File: src/rtl/cic_us_feeder.sv
// Sample scheduler feeding cic_simple_us: buffers a valid/ready stream in a small
// FIFO and releases one sample per programmable gate period.
//
// state | meaning
// IDLE  | disabled; FIFO flushed, outputs held at zero
// PRIME | accepting samples until the FIFO is half full
// RUN   | issuing one gate every P clocks, popping when data is available
module cic_us_feeder #(
  parameter int dw = 16,
  parameter int aw = 2,
  parameter int pw = 8
) (
  input  logic          clk,
  input  logic          rst,
  input  logic          enable,
  input  logic [pw-1:0] period,
  input  logic          clr_underrun,
  input  logic [dw-1:0] s_data,
  input  logic          s_valid,
  output logic          s_ready,
  output logic [dw-1:0] data_out,
  output logic          gate,
  output logic [1:0]    state,
  output logic [aw:0]   fifo_level,
  output logic [15:0]   underrun_count
);

  localparam int depth = 1 << aw;
  localparam int half  = 1 << (aw - 1);

  typedef enum logic [1:0] {
    IDLE  = 2'd0,
    PRIME = 2'd1,
    RUN   = 2'd2
  } state_t;

  state_t        cur, nxt;
  logic [dw-1:0] mem [depth];
  logic [aw-1:0] wr_ptr, rd_ptr;
  logic [pw-1:0] per_q, cnt, per_clamped;
  logic          fifo_full, fifo_empty, strobe, push, pop;

  assign fifo_full   = (fifo_level == (aw+1)'(depth));
  assign fifo_empty  = (fifo_level == '0);
  assign per_clamped = (period < pw'(2)) ? pw'(2) : period;
  // Full FIFO refuses data even when a pop happens in the same cycle.
  assign s_ready     = enable && (cur != IDLE) && !fifo_full;
  assign push        = s_valid && s_ready;
  assign pop         = strobe && !fifo_empty;
  assign state       = cur;

  always_ff @(posedge clk or posedge rst) begin
    if (rst) cur <= IDLE;
    else     cur <= nxt;
  end

  always_comb begin
    nxt    = cur;
    strobe = 1'b0;
    case (cur)
      IDLE:    nxt = PRIME;
      PRIME:   if (fifo_level >= (aw+1)'(half)) nxt = RUN;
      RUN:     strobe = (cnt == per_q - pw'(1));
      default: nxt = IDLE;
    endcase
    if (!enable) begin
      nxt    = IDLE;
      strobe = 1'b0;
    end
  end

  // Period is sampled only at RUN entry and at each wrap, never mid-interval.
  always_ff @(posedge clk or posedge rst) begin
    if (rst) begin
      cnt   <= '0;
      per_q <= pw'(2);
    end else if (nxt != RUN) begin
      cnt <= '0;
    end else if (cur != RUN || cnt == per_q - pw'(1)) begin
      cnt   <= '0;
      per_q <= per_clamped;
    end else begin
      cnt <= cnt + pw'(1);
    end
  end

  always_ff @(posedge clk) begin
    if (push) mem[wr_ptr] <= s_data;
  end

  always_ff @(posedge clk or posedge rst) begin
    if (rst) begin
      wr_ptr     <= '0;
      rd_ptr     <= '0;
      fifo_level <= '0;
    end else if (!enable) begin
      wr_ptr     <= '0;
      rd_ptr     <= '0;
      fifo_level <= '0;
    end else begin
      if (push) wr_ptr <= wr_ptr + aw'(1);
      if (pop)  rd_ptr <= rd_ptr + aw'(1);
      case ({push, pop})
        2'b10:   fifo_level <= fifo_level + (aw+1)'(1);
        2'b01:   fifo_level <= fifo_level - (aw+1)'(1);
        default: fifo_level <= fifo_level;
      endcase
    end
  end

  always_ff @(posedge clk or posedge rst) begin
    if (rst) begin
      gate           <= 1'b0;
      data_out       <= '0;
      underrun_count <= '0;
    end else begin
      gate <= strobe;
      if (!enable)  data_out <= '0;
      else if (pop) data_out <= mem[rd_ptr];
      if (clr_underrun)
        underrun_count <= '0;
      else if (strobe && fifo_empty && underrun_count != 16'hFFFF)
        underrun_count <= underrun_count + 16'd1;
    end
  end

endmodule

File: config.mk
export PLATFORM = sky130hd
export DESIGN_NAME = cic_us_feeder
export DESIGN_NICKNAME = d
export VERILOG_FILES = /design/src/rtl/cic_us_feeder.sv
export SDC_FILE = /design/constraint.sdc
export NUM_CORES = 1
export LEC_CHECK = 0
export CORE_MARGIN = 2
export CORE_UTILIZATION = 30
export CTS_CLUSTER_DIAMETER = 30
export CTS_CLUSTER_SIZE = 12
export DETAILED_ROUTE_END_ITERATION = 10
export PLACE_DENSITY = 0.55
export SLEW_MARGIN = 25
export SYNTH_ARGS = -nofsm -noshare
export SYNTH_HDL_FRONTEND = slang
export SYNTH_SLANG_ARGS = --single-unit
export TNS_END_PERCENT = 100
File: constraint.sdc
create_clock -name clk -period 3.9 [get_ports clk]
set_clock_uncertainty 0.1 [all_clocks]
set_input_delay 0.975 -clock clk [delete_from_list [all_inputs] [get_ports clk]]
set_output_delay 0.975 -clock clk [all_outputs]
set_load 0.01 [all_outputs]
# ---- After elaboration in Yosys (flattened, before gate mapping)
# Memories as Yosys holds them, arrays and structs flattened.
# Index checks and enable logic that the tools add are counted.
dict set report totals {
  ram_bits 64
  memories 1
  register_bits 58
}
dict set report op_classes {
  n_lt_le_gt_ge 2
  eq_ne 12
  n_bitwise 1
  mux 20
  add_sub_neg 7
  reduce_logical 14
}
# name depth width read_ports rd_clocked_by_memory_dff write_ports line
set memory_table {}
lappend memory_table {mem 4 16 1 0 1 38} ;# logic [dw-1:0] mem [depth];
# cell n
set ops {}
lappend ops {{two-way mux 16 bit} 4}
lappend ops {{two-way mux 8 bit} 3}
lappend ops {{adder 16 x 1 -> 16 bit, second input constant} 1}
lappend ops {{!= test 16 bit, second input constant} 1}
lappend ops {{two-way mux 2 bit} 6}
lappend ops {{adder 8 x 1 -> 8 bit, second input constant} 1}
lappend ops {{== test 8 bit} 1}
lappend ops {{less-than comparator 8 x 2 -> 1 bit, second input constant} 1}
lappend ops {{subtractor 8 x 1 -> 8 bit, second input constant} 1}
lappend ops {{logical AND 1 bit} 6}
lappend ops {{case mux 2 bit (3 select lines)} 1}
lappend ops {{case mux 3 bit (2 select lines)} 1}
lappend ops {{adder 2 x 1 -> 2 bit, second input constant} 2}
lappend ops {{== test 2 x 1 -> 1 bit, second input constant} 2}
lappend ops {{== test 2 bit, second input constant} 2}
lappend ops {{two-way mux 1 bit} 4}
lappend ops {{!= test 2 x 1 -> 1 bit, second input constant} 2}
lappend ops {{!= test 2 bit, second input constant} 2}
lappend ops {{nonzero test 2 bit} 2}
lappend ops {{adder 3 x 1 -> 3 bit, second input constant} 1}
lappend ops {{== test 3 bit, second input constant} 1}
lappend ops {{>= comparator 3 x 2 -> 1 bit, second input constant} 1}
lappend ops {{logical NOT 3 bit} 1}
lappend ops {{two-way mux 3 bit} 1}
lappend ops {{7 further kinds} 8}

# ---- Depth between registers and ports, before layout
dict set report depth {
  depth_word 8
  mapped_depth 12
  depth_no_buf 10
}

# ---- Worst setup path before layout
# Ideal clock, no wire load.
dict set report synth_path {
  path_type {in2reg}
  from {input enable}
  to {register fifo_level[2]}
  slack_ps 601
  stages 8
  t_arrival_ps 3077
  t_required_ps 3678
  cell_sequence {clkbuf_1 -> o21ai_0 -> a21oi_1 -> nand2_1 -> and3_1 -> fa_1 -> mux4_2 -> a32o_1}
}
dict set report synth_via {
  elab_chain_cells 6
  elab_cells_between_ends 10
  cone_classes {eq/ne (3); mux (3); reduce/logical (4)}
}
# element line
set synth_rtl {}
lappend synth_rtl {{start: declaration} 15} ;# input logic enable,
lappend synth_rtl {{logical AND 1 bit (*) (2 in a row)} 47} ;# assign s_ready = enable && (cur != IDLE) && !fifo_full;
lappend synth_rtl {{via s_ready} 20} ;# output logic s_ready,
lappend synth_rtl {{logical AND 1 bit (*)} 48} ;# assign push = s_valid && s_ready;
lappend synth_rtl {{== test 2 x 1 -> 1 bit / == test 2 bit (equally long branches)} 103} ;# case ({push, pop})
lappend synth_rtl {{case mux 3 bit (2 select lines)} 103}
lappend synth_rtl {{two-way mux 3 bit} 96} ;# end else if (!enable) begin
lappend synth_rtl {{end signal: assignment} 104} ;# 2'b10: fifo_level <= fifo_level + (aw+1)'(1);
lappend synth_rtl {{end signal: assignment} 105} ;# 2'b01: fifo_level <= fifo_level - (aw+1)'(1);
lappend synth_rtl {{end signal: assignment} 106} ;# default: fifo_level <= fifo_level;
lappend synth_rtl {{end: declaration} 24} ;# output logic [aw:0] fifo_level,
# The timed path passes the listed nets; every way through them passes the cells marked *.
# A chain may end at the register's enable or synchronous reset.

# ---- Final worst setup path
dict set report layout_path {
  from {input enable}
  to {output s_ready}
}
dict set report layout_via {
  elab_chain_cells 2
}
# element line
set layout_rtl {}
lappend layout_rtl {{logical AND 1 bit (2 in a row)} 47}
lappend layout_rtl {{end: declaration} 20}
# Every way passes these cells.

==> qor.txt <==
worst skew pair latency: 0.41 ns
PnR Total Power: 0.00331 W
Hold Path Sink: data_out[4]$_DFFE_PP0P_
Setup violations, final: 0
setup repair bufs after CTS: 0
RR Endpoint: underrun_count[12]$_DFFE_PP0P_
number of synthesized flops with an enable pin: 64
CTS clock-pin slew for the worst setup and hold paths: 0.05 ns
cells after synthesis: 416
Slew @ Worst Pin: 0.887 ns
CTS Buffer Depth: 2
sequential cell area: 0.00337 mm2
peak fanout along the critical path: 2
final worst-path cycle share: 85.9%
synth unique cells: 51
Synth Flop Type: edfxtp_1
fmax: 298 MHz
number of top-level pins: 68
Yosys top cell area share: 35.3%
total number of vias: 3,525
leading cell type in the layout, fill and taps excluded: clkdlybuf4s50_1
Die ar.: 0.0192 mm2
WL final: 11,600 um
Antenna Cells: 0
nets@finish: 531
IO buf count: 67
PostCTS Resize Cnt: 0
minimum clock period after layout: 3.35 ns
syn_area_per_cell: 13.1 um2
RSZ-0062 raised after global routing: false
Starting Density: 30.4%
Fin Setup TNS: 0 ns
R2R Path Start: per_q[1]$_DFFE_PP1P_
number of max-cap violations: 0
Post-DP HPWL: 7770 um
placed insts: 704
WHS Path Cells: 2
Max-Slew Margin vs Limit: 40.9%
Clock Sinks: 122
largest area contributor in the synthesized netlist: edfxtp_1
core area: 0.0179 mm2
most frequent cells in the layout: clkdlybuf4s50_1, edfxtp_1, dfrtp_1
critical path type: in2out
Mapped Nets: 453
fin. max-slew vios: 0
DR DRC count: 0
vias in the first global route: 3,801
post-route ant nets: 0
TritonCTS clock tree: built
Max rail drop VDD: 261 uV
hold_sp: data_out[4]$_DFFE_PP0P_
hold buffer count at cts: 0
YS warnings: 0
total track usage: 13.0%
mean routed wirelength per cell: 15.8 um
Seq/Total Area, Yosys: 62.0%
TritonRoute pass-1 iters: 4
timing startpoint of the critical path: enable
top cells by area, synth: edfxtp_1, dfrtp_1, mux4_2, nand3_1, o21ai_0
final hold violation count: 0
antenna violations before repair: 0
status: completed
total grt overflow: 0
Die H: 139 um
first-pass GRT wire length: 19,700 um
Die Wd: 139 um
vias per cell: 4.79
Worst Reg-to-Reg Cells: 9
Min-Delay Path Class: reg2reg
Root Buffer: clkbuf_16
Yosys reg bits: 122
critical path data required time: 2.82 ns
fill cell count: 1,697
CTS Buf Count: 17
layout cell share with drive strength beyond 1: 14.0%
Pleak: 2.66 nW
gpl congestion: 0.788
power density of the placed cells: 470 mW/mm2
# rows: 49
CP Launch Type: primary input
largest net degree at the start of global routing: 32
Detailed Route Iter0 Violations: 169
reg2reg setup slack: 0.60 ns
minimum hold slack: 0.415 ns
H-Tree Level Count: 4
Worst EP arrival: 2.28 ns
fin cells: 736
Multi-input gate area: 0.00187 mm2
Post-synth ARST share: 47.5%
P&R area growth vs syn: 29.3%
Worst setup EP type: primary output
Mapped Area: 0.00544 mm2
worst max path at each step:
stage / end / slack (ns)
2_1_floorplan: fifo_level[2]$_DFFE_PP0P_ / 0.60
3_3_place_gp: fifo_level[2]$_DFFE_PP0P_ / 0.46
3_5_place_dp: fifo_level[2]$_DFFE_PP0P_ / 0.41
4_1_cts: s_ready / 0.53
5_1_grt: underrun_count[12]$_DFFE_PP0P_ / 0.33
6_report: s_ready / 0.55
critical path, cell delays in order:
cell and delay (ns):
clkdlybuf4s50_1 0.47, o21ai_0 0.09, a21oi_1 0.17, clkdlybuf4s50_1 0.57
synth_stat cells (all sizes together), types with 3 or more instances:
library cell and instances:
or4 4, xnor2 10, xor2 11, ha 7
clkbuf 15, nor3 5, mux4 17, inv 28
nor3b 3, and2 5, buf 6, edfxtp 64
o21ai 30, nor2b 3, o21a 3, a21oi 16
mux2 7, nor4 6, nor2 18, dfrtp 57
or3 8, nand2 15, nand3 34, and3 10
nand4 5
cell type report:
| type | count | area share (%) |
|---|---|---|
| Inverter | 28 | 1.49 |
| Tap cell | 229 | 4.07 |
| Timing Repair Buffer | 80 | 10.9 |
| Sequential cell | 122 | 48.0 |
| Clock buffer | 18 | 6.10 |
| Multi-Input combinational cell | 245 | 26.6 |
| Clock inverter | 14 | 2.88 |
sequential cells by signal (all words and copies together), names as in the netlist:
register and flops:
data_out 16, state 2, fifo_level 3, cnt 8, per_q 8, underrun_count 16, wr_ptr 2, gate 1
mem 64, rd_ptr 2
kinds of logic (layout without fill, tap and decap cells):
| group | count (synthesis) | count (layout) | share of synthesized area (%) |
|---|---|---|---|
| DFF | 122 | 122 | 62.0 |
| xor gates and xnor gates | 21 | 21 | 3.38 |
| and+or+nand+nor | 124 | 124 | 12.8 |
| buffers and inverters | 49 | 140 | 3.59 |
| adders and majority gates | 8 | 8 | 1.98 |
| AOI/OAI and AO/OA | 67 | 67 | 7.57 |
| muxes | 25 | 25 | 8.67 |
stage by stage:
step	utilization, %	area, um2	worst slack [ns]
after detailed placement	35.8	6400	0.408
after CTS	39.3	7040	0.526
final	39.3	7040	0.549
after floorplan	-	5440	0.601
after global placement	35.8	6400	0.456
after global routing	39.3	7040	0.332
routing by layer:
layer / global-route usage (%) / up-vias / routed length [um] / part of all wire (%)
met3: 4.04 / 9 / 597 / 5.1
met4: 5.00 / 0 / 118 / 1.0
met2: 21.8 / 72 / 5850 / 50
li1: - / 1690 / - / -
met5: 0 / - / 0 / 0
met1: 16.0 / 1754 / 5030 / 43
power breakdown:
group | switching [W] | internal [W]
sequential | 0.0000319 | 0.00139
combinational | 0.000120 | 0.000106
clock | 0.000540 | 0.00112
No activity file was read; power rests on OpenSTA's default activity.
==> variant 1, RTL diff (same flow settings) <==
Change the parameter `pw` from 8 to 9.
--- a/src/rtl/cic_us_feeder.sv
+++ b/src/rtl/cic_us_feeder.sv
@@ -9,5 +9,5 @@
   parameter int dw = 16,
   parameter int aw = 2,
-  parameter int pw = 8
+  parameter int pw = 9
 ) (
   input  logic          clk,
Interface: changed (resized period); port bits go from 68 to 69. The function was not compared with the original's and may differ.
==> variant 1 against the unedited design <==
- routed wire length increased by 6.5%
- largest cell class unchanged
- power increased by 2.1%
- first-iteration DRC count increased by 20%
- sequential cell count increased by 2
- setup slack got worse by 120 ps
- worst hold slack improved by 0.76 ps
- synthesized area increased by 1.1%
- register-to-register slack got worse by 80 ps
- design area decreased by 0.32%
==> variant 1: results (changes against the unedited design) <==
Routability cong. -> 0.775 (was 0.788)
Most frequent cells after synthesis -> edfxtp_1 (64), dfrtp_1 (59), nand2_1 (49) (was edfxtp_1 (64), dfrtp_1 (57), nand3_1 (34))
Post-synth EDFFs -> 64 (unchanged)
Vias -> 3595 (was 3525)
Static Leak -> 2.66 nW (about the same)
Vias in the first global route -> 3791 (was 3801)
Sequential share of the synthesized area -> 62.3% (was 62.0%)
P_clk -> 0.00148 W (was 0.00166 W)
Clock-pin slew on the worst setup and hold paths -> 60 ps
Syn avg cell area -> 13.2 um^2 (was 13.1 um^2)
Ranking of synthesized cells by area -> edfxtp_1 (35%), dfrtp_1 (27%), mux4_2 (6.6%) (was edfxtp_1 (35%), dfrtp_1 (26%), mux4_2 (7.0%))
Synth unique cells -> 52 (was 51)
CP max stage delay -> 610 ps (was 570 ps)
Worst Hold Depth -> 2 (unchanged)
Mux share of post-synthesis cell area -> 9.44% (was 8.67%)
Syn nets -> 454 (was 453)
Port Buffers -> 68 (was 67)
WL/cell -> 16.8 um (was 15.8 um)
Status -> finished, final reports clean (unchanged)
First-pass GRT wire length -> 20000 um (was 19700 um)
Register share of total power -> 44.4% (was 42.9%)
Dpl ws -> 393 ps (was 408 ps)
Layout cell share with drive strength beyond 1 -> 15.0% (was 14.0%)
Largest net degree at the start of global routing -> 30 (was 32)
Hold Crit Class -> reg2reg (unchanged)
Post-detail-place hpwl -> 8240 um (was 7770 um)
Worst path top cell family by delay -> buffers and inverters (unchanged)
Psw -> 0.000869 W (was 0.000692 W)
Initial DRC Count -> 203 (was 169)
Cts bufs inserted -> 17 (unchanged)
Final #Nets -> 532 (was 531)
Total GRT Usage -> 13.2% (was 13.0%)
Non-Filler Instances -> 735 (was 736)
Post-Synth XOR/XNOR Area -> 3.50% (was 3.38%)
VDD IR-drop max -> 0.272 mV (was 0.261 mV)
Worst Reg-to-Reg Cells -> 8 (was 9)
Initial antenna violation count -> 0 (unchanged)
Post-synthesis adder-cell area fraction -> 1.96% (was 1.98%)
Compound-Gate Fraction of Synth Area -> 5.73% (was 7.57%)
Routed Antenna Nets -> 0 (unchanged)
Ys async rst share -> 48.4% (was 47.5%)
Clock Tree Buf Depth -> 2 (unchanged)
Tightest Pin Transition -> 912 ps (was 887 ps)
CP arrival -> 2400 ps (was 2280 ps)
Slowest CP cell -> clkdlybuf4s50_1 (unchanged)
[variant 1: cell types whose count changed in the layout (fill, tap and decap cells not counted), moves of 5 or more]
cell,change
or3_1,-5
nand2_1,+34
or4_1,+7
o21ai_0,-23
o31ai_1,+9
inv_1,-20
mux2i_1,+7
[variant 1: metrics by stage]
step | util [%] | power, W | hold slack [ps] | area [um^2]
final | 39.0 | 0.00338 | 416 | 7010
after floorplan | - | 0.00180 | 376 | 5500
after CTS | 39.0 | 0.00342 | 428 | 7010
after detailed placement | 35.9 | 0.00193 | 414 | 6460
after global routing | 39.0 | 0.00353 | 458 | 7010
after global placement | 35.9 | 0.00191 | 405 | 6460
[variant 1: final timing paths]
path	from	end	slack (ps)
max	enable	s_ready	430
min	data_out[3]	data_out[3]	420
max reg2reg	per_q[0]	rd_ptr[1]	520
min reg2reg	data_out[3]	data_out[3]	420
max in group asynchronous	rst	underrun_count[4]	2110
min in group asynchronous	rst	data_out[10]	890
[variant 1: metal layers]
| metal | part of all wire [%] | vias up | GRT usage (%) |
|---|---|---|---|
| met1 | 43 | 1819 | 15.9 |
| met3 | 4.6 | 10 | 4.13 |
| met5 | 0 | - | 0 |
| met4 | 0.74 | 0 | 3.93 |
| met2 | 52 | 61 | 22.9 |
| li1 | - | 1705 | - |
[variant 1: final cells by class]
type,instances,area (um^2)
Timing Repair Buffer,80,771
Fill cell,1695,10900
Clock inverter,13,119
Clock buffer,18,439
Inverter,8,30.0
Tap cell,229,287
Multi-Input combinational cell,263,1940
Sequential cell,124,3420
[variant 1: worst reg2reg max path, cell delays in order (launching register included)]
cell	delay (ps)
dfrtp_1	430
inv_1	100
ha_1	300
nor4b_1	370
a21oi_1	140
or4bb_1	560
or4_1	860
o21ai_0	280
a21boi_0	110
==> variant 2, RTL diff (same settings) <==
Without the edit above. Put one more register stage on the output `underrun_count`, with the module's reset. The value now appears one clock later. The other outputs are not delayed to match.
--- a/src/rtl/cic_us_feeder.sv
+++ b/src/rtl/cic_us_feeder.sv
@@ -34,4 +34,6 @@
     RUN   = 2'd2
   } state_t;
+
+  logic [15:0] underrun_count_s0;
 
   state_t        cur, nxt;
@@ -113,5 +115,5 @@
       gate           <= 1'b0;
       data_out       <= '0;
-      underrun_count <= '0;
+      underrun_count_s0 <= '0;
     end else begin
       gate <= strobe;
@@ -119,7 +121,15 @@
       else if (pop) data_out <= mem[rd_ptr];
       if (clr_underrun)
-        underrun_count <= '0;
-      else if (strobe && fifo_empty && underrun_count != 16'hFFFF)
-        underrun_count <= underrun_count + 16'd1;
+        underrun_count_s0 <= '0;
+      else if (strobe && fifo_empty && underrun_count_s0 != 16'hFFFF)
+        underrun_count_s0 <= underrun_count_s0 + 16'd1;
+    end
+  end
+
+  always_ff @(posedge clk or posedge rst) begin
+    if (rst) begin
+      underrun_count <= '0;
+    end else begin
+      underrun_count <= underrun_count_s0;
     end
   end
Check against the original RTL: same outputs for any inputs over 10 cycles, from zero or initial values and one cycle with rst high; that may be too few to reach the edited logic, so the function may still have changed.
==> variant 2 against the unedited design <==
- worst hold slack got worse by 84 ps
- first-iteration DRC count increased by 71%
- synthesized area increased by 6.3%
- power increased by 10%
- sequential cell count increased by 16
- setup slack got worse by 190 ps
- design area increased by 5.2%
- routed wire length increased by 4.2%
- largest cell class unchanged
- count of clock-buffer cells in the layout unchanged
- via count increased by 4.2%
- maximum frequency decreased by 5.3%
- critical path depth increased by 6
==> variant 2: results (changes against the unedited design) <==
Biggest register -> mem (unchanged)
Most frequent cells after synthesis -> dfrtp_1 (73), edfxtp_1 (64), nand2_1 (47) (was edfxtp_1 (64), dfrtp_1 (57), nand3_1 (34))
VDD IR-drop max -> 0.310 mV (was 0.261 mV)
R2R setup slack -> 360 ps (was 600 ps)
Worst Path Max Fanout -> 8 (was 2)
Yosys warnings -> 0 (unchanged)
Layout cell share with drive strength beyond 1 -> 13.1% (was 14.0%)
First-pass GRT wire length -> 19800 um (was 19700 um)
Syn avg cell area -> 13.4 um^2 (was 13.1 um^2)
Synth unique cells -> 47 (was 51)
Reg2Reg Launch Point -> per_q[2] (was per_q[1])
Post-synth EDFFs -> 64 (unchanged)
Dpl cells -> 746 (was 704)
Hold Path Origin -> underrun_count_s0[5] (was data_out[4])
Reg-to-Reg End -> fifo_level[2] (was underrun_count[12])
Clock root buffer -> clkbuf_16 (unchanged)
Routability cong. -> 0.789 (was 0.788)
Max Cap Viol -> 0 (unchanged)
Vias in the first global route -> 3856 (was 3801)
Worst Hold Depth -> 0 (was 2)
Largest net degree at the start of global routing -> 51 (was 32)
Number of setup buffers added after CTS -> 0 (unchanged)
Drt total wl -> 12100 um (was 11600 um)
Ranking of synthesized cells by area -> edfxtp_1 (33%), dfrtp_1 (32%), mux4_2 (6.2%) (was edfxtp_1 (35%), dfrtp_1 (26%), mux4_2 (7.0%))
Hold Crit Class -> reg2reg (unchanged)
Status -> finished, final reports clean (unchanged)
Static Leak -> 2.76 nW (was 2.66 nW)
Clock Tree Buf Depth -> 2 (unchanged)
Worst min-delay path endpoint -> underrun_count[5] (was data_out[4])
Total GRT Usage -> 12.8% (was 13.0%)
Worst-skew pair later-pin latency -> 420 ps
CP arrival -> 3740 ps (was 2280 ps)
Initial antenna violation count -> 0 (unchanged)
Initial DRC Count -> 289 (was 169)
Via density -> 4.72 (was 4.79)
Port Buffers -> 67 (unchanged)
Max-slew headroom -> 43.8% (was 40.9%)
TritonRoute pass-1 iters -> 4 (unchanged)
Worst Reg-to-Reg Cells -> 10 (was 9)
Sequential share of the synthesized area -> 65.3% (was 62.0%)
Psw -> 0.000856 W (was 0.000692 W)
Final #Nets -> 542 (was 531)
Cts bufs inserted -> 17 (unchanged)
Ys async rst share -> 53.6% (was 47.5%)
Antenna diodes -> 0 (unchanged)
Post-detail-place hpwl -> 7850 um (was 7770 um)
Syn nets -> 468 (was 453)
Max reg flops -> 64 (unchanged)
Clock-pin slew on the worst setup and hold paths -> 60 ps
Most used flip-flop cell after synthesis -> dfrtp_1 (was edfxtp_1)
H-Tree Depth -> 4 (unchanged)
WL/cell -> 15.5 um (was 15.8 um)
variant 2: changes by cell type after synthesis, moves of 4 or more:
cell	delta
nand3_1	-17
or3_1	+4
nor2_1	+7
inv_1	-19
nand2_1	+32
dfrtp_1	+16
variant 2: critical path: stages (launching register included):
cell	delay, ps
dfrtp_1	460
or4_4	540
or3_1	380
a211oi_2	300
or2_1	270
nand2_1	220
nor4_1	370
fa_1	280
nand3_1	110
o211a_1	150
mux2_2	250
variant 2: how the worst max path moves through the flow:
stage / startpoint / endpoint / depth (start not counted)
global placement: enable / underrun_count_s0[8] / 7
floorplan: per_q[0] / fifo_level[2] / 13
detailed placement: enable / underrun_count_s0[8] / 7
CTS: per_q[0] / fifo_level[2] / 12
finish: per_q[2] / fifo_level[2] / 10
global route: per_q[0] / fifo_level[2] / 12
variant 2: layout make-up:
type / instances / area (um^2)
clock buffers: 18 / 429
clock inverters: 14 / 195
fillers: 1750 / 11400
inverters: 9 / 33.8
multi-input cells: 264 / 1900
flip-flops and latches: 138 / 3770
well taps: 260 / 325
repair buffers: 75 / 743
variant 2: cells by family after synthesis:
family | share of synthesized area [%]
AO/OA/AOI/OAI | 6.10
XOR/XNOR | 3.18
adder cells (fa/ha/maj) | 1.86
buffers and inverters | 2.06
flip-flops | 65.3
multiplexers | 8.29
AND/OR/NAND/NOR | 13.2
variant 2: power groups by stage:
stage	clock network [W]	logic, W	registers (W)
after detailed placement	0	0.000307	0.00167
after floorplan	0	0.000235	0.00164
final	0.00169	0.000315	0.00164
after CTS	0.00173	0.000309	0.00164
after global placement	0	0.000293	0.00167
after global routing	0.00180	0.000351	0.00165
variant 2: layer usage:
layer / global-route usage (%) / share of wire [%] / vias up
met5: 0 / 0 / -
met4: 4.38 / 1.2 / 0
li1: - / - / 1729
met1: 15.2 / 43 / 1868
met3: 3.92 / 4.2 / 12
met2: 22.1 / 51 / 64
variant 2: what timing repair did:
action	4_1_cts	5_1_grt
gates resized for setup	0	1
endpoints found under the setup margin	0	1
endpoints found under the hold margin	0	0
variant 2: per-stage QoR:
| stage | hold WS (ps) | power [W] | instance area [um^2] | utilization (%) | setup slack [ps] |
|---|---|---|---|---|---|
| after floorplan | 275 | 0.00188 | 5780 | - | 656 |
| after global placement | 295 | 0.00196 | 6770 | 36.0 | 245 |
| after detailed placement | 315 | 0.00198 | 6770 | 36.0 | 135 |
| after CTS | 328 | 0.00368 | 7400 | 39.3 | 279 |
| after global routing | 355 | 0.00380 | 7400 | 39.3 | 7.83 |
| final | 331 | 0.00365 | 7400 | 39.3 | 363 |
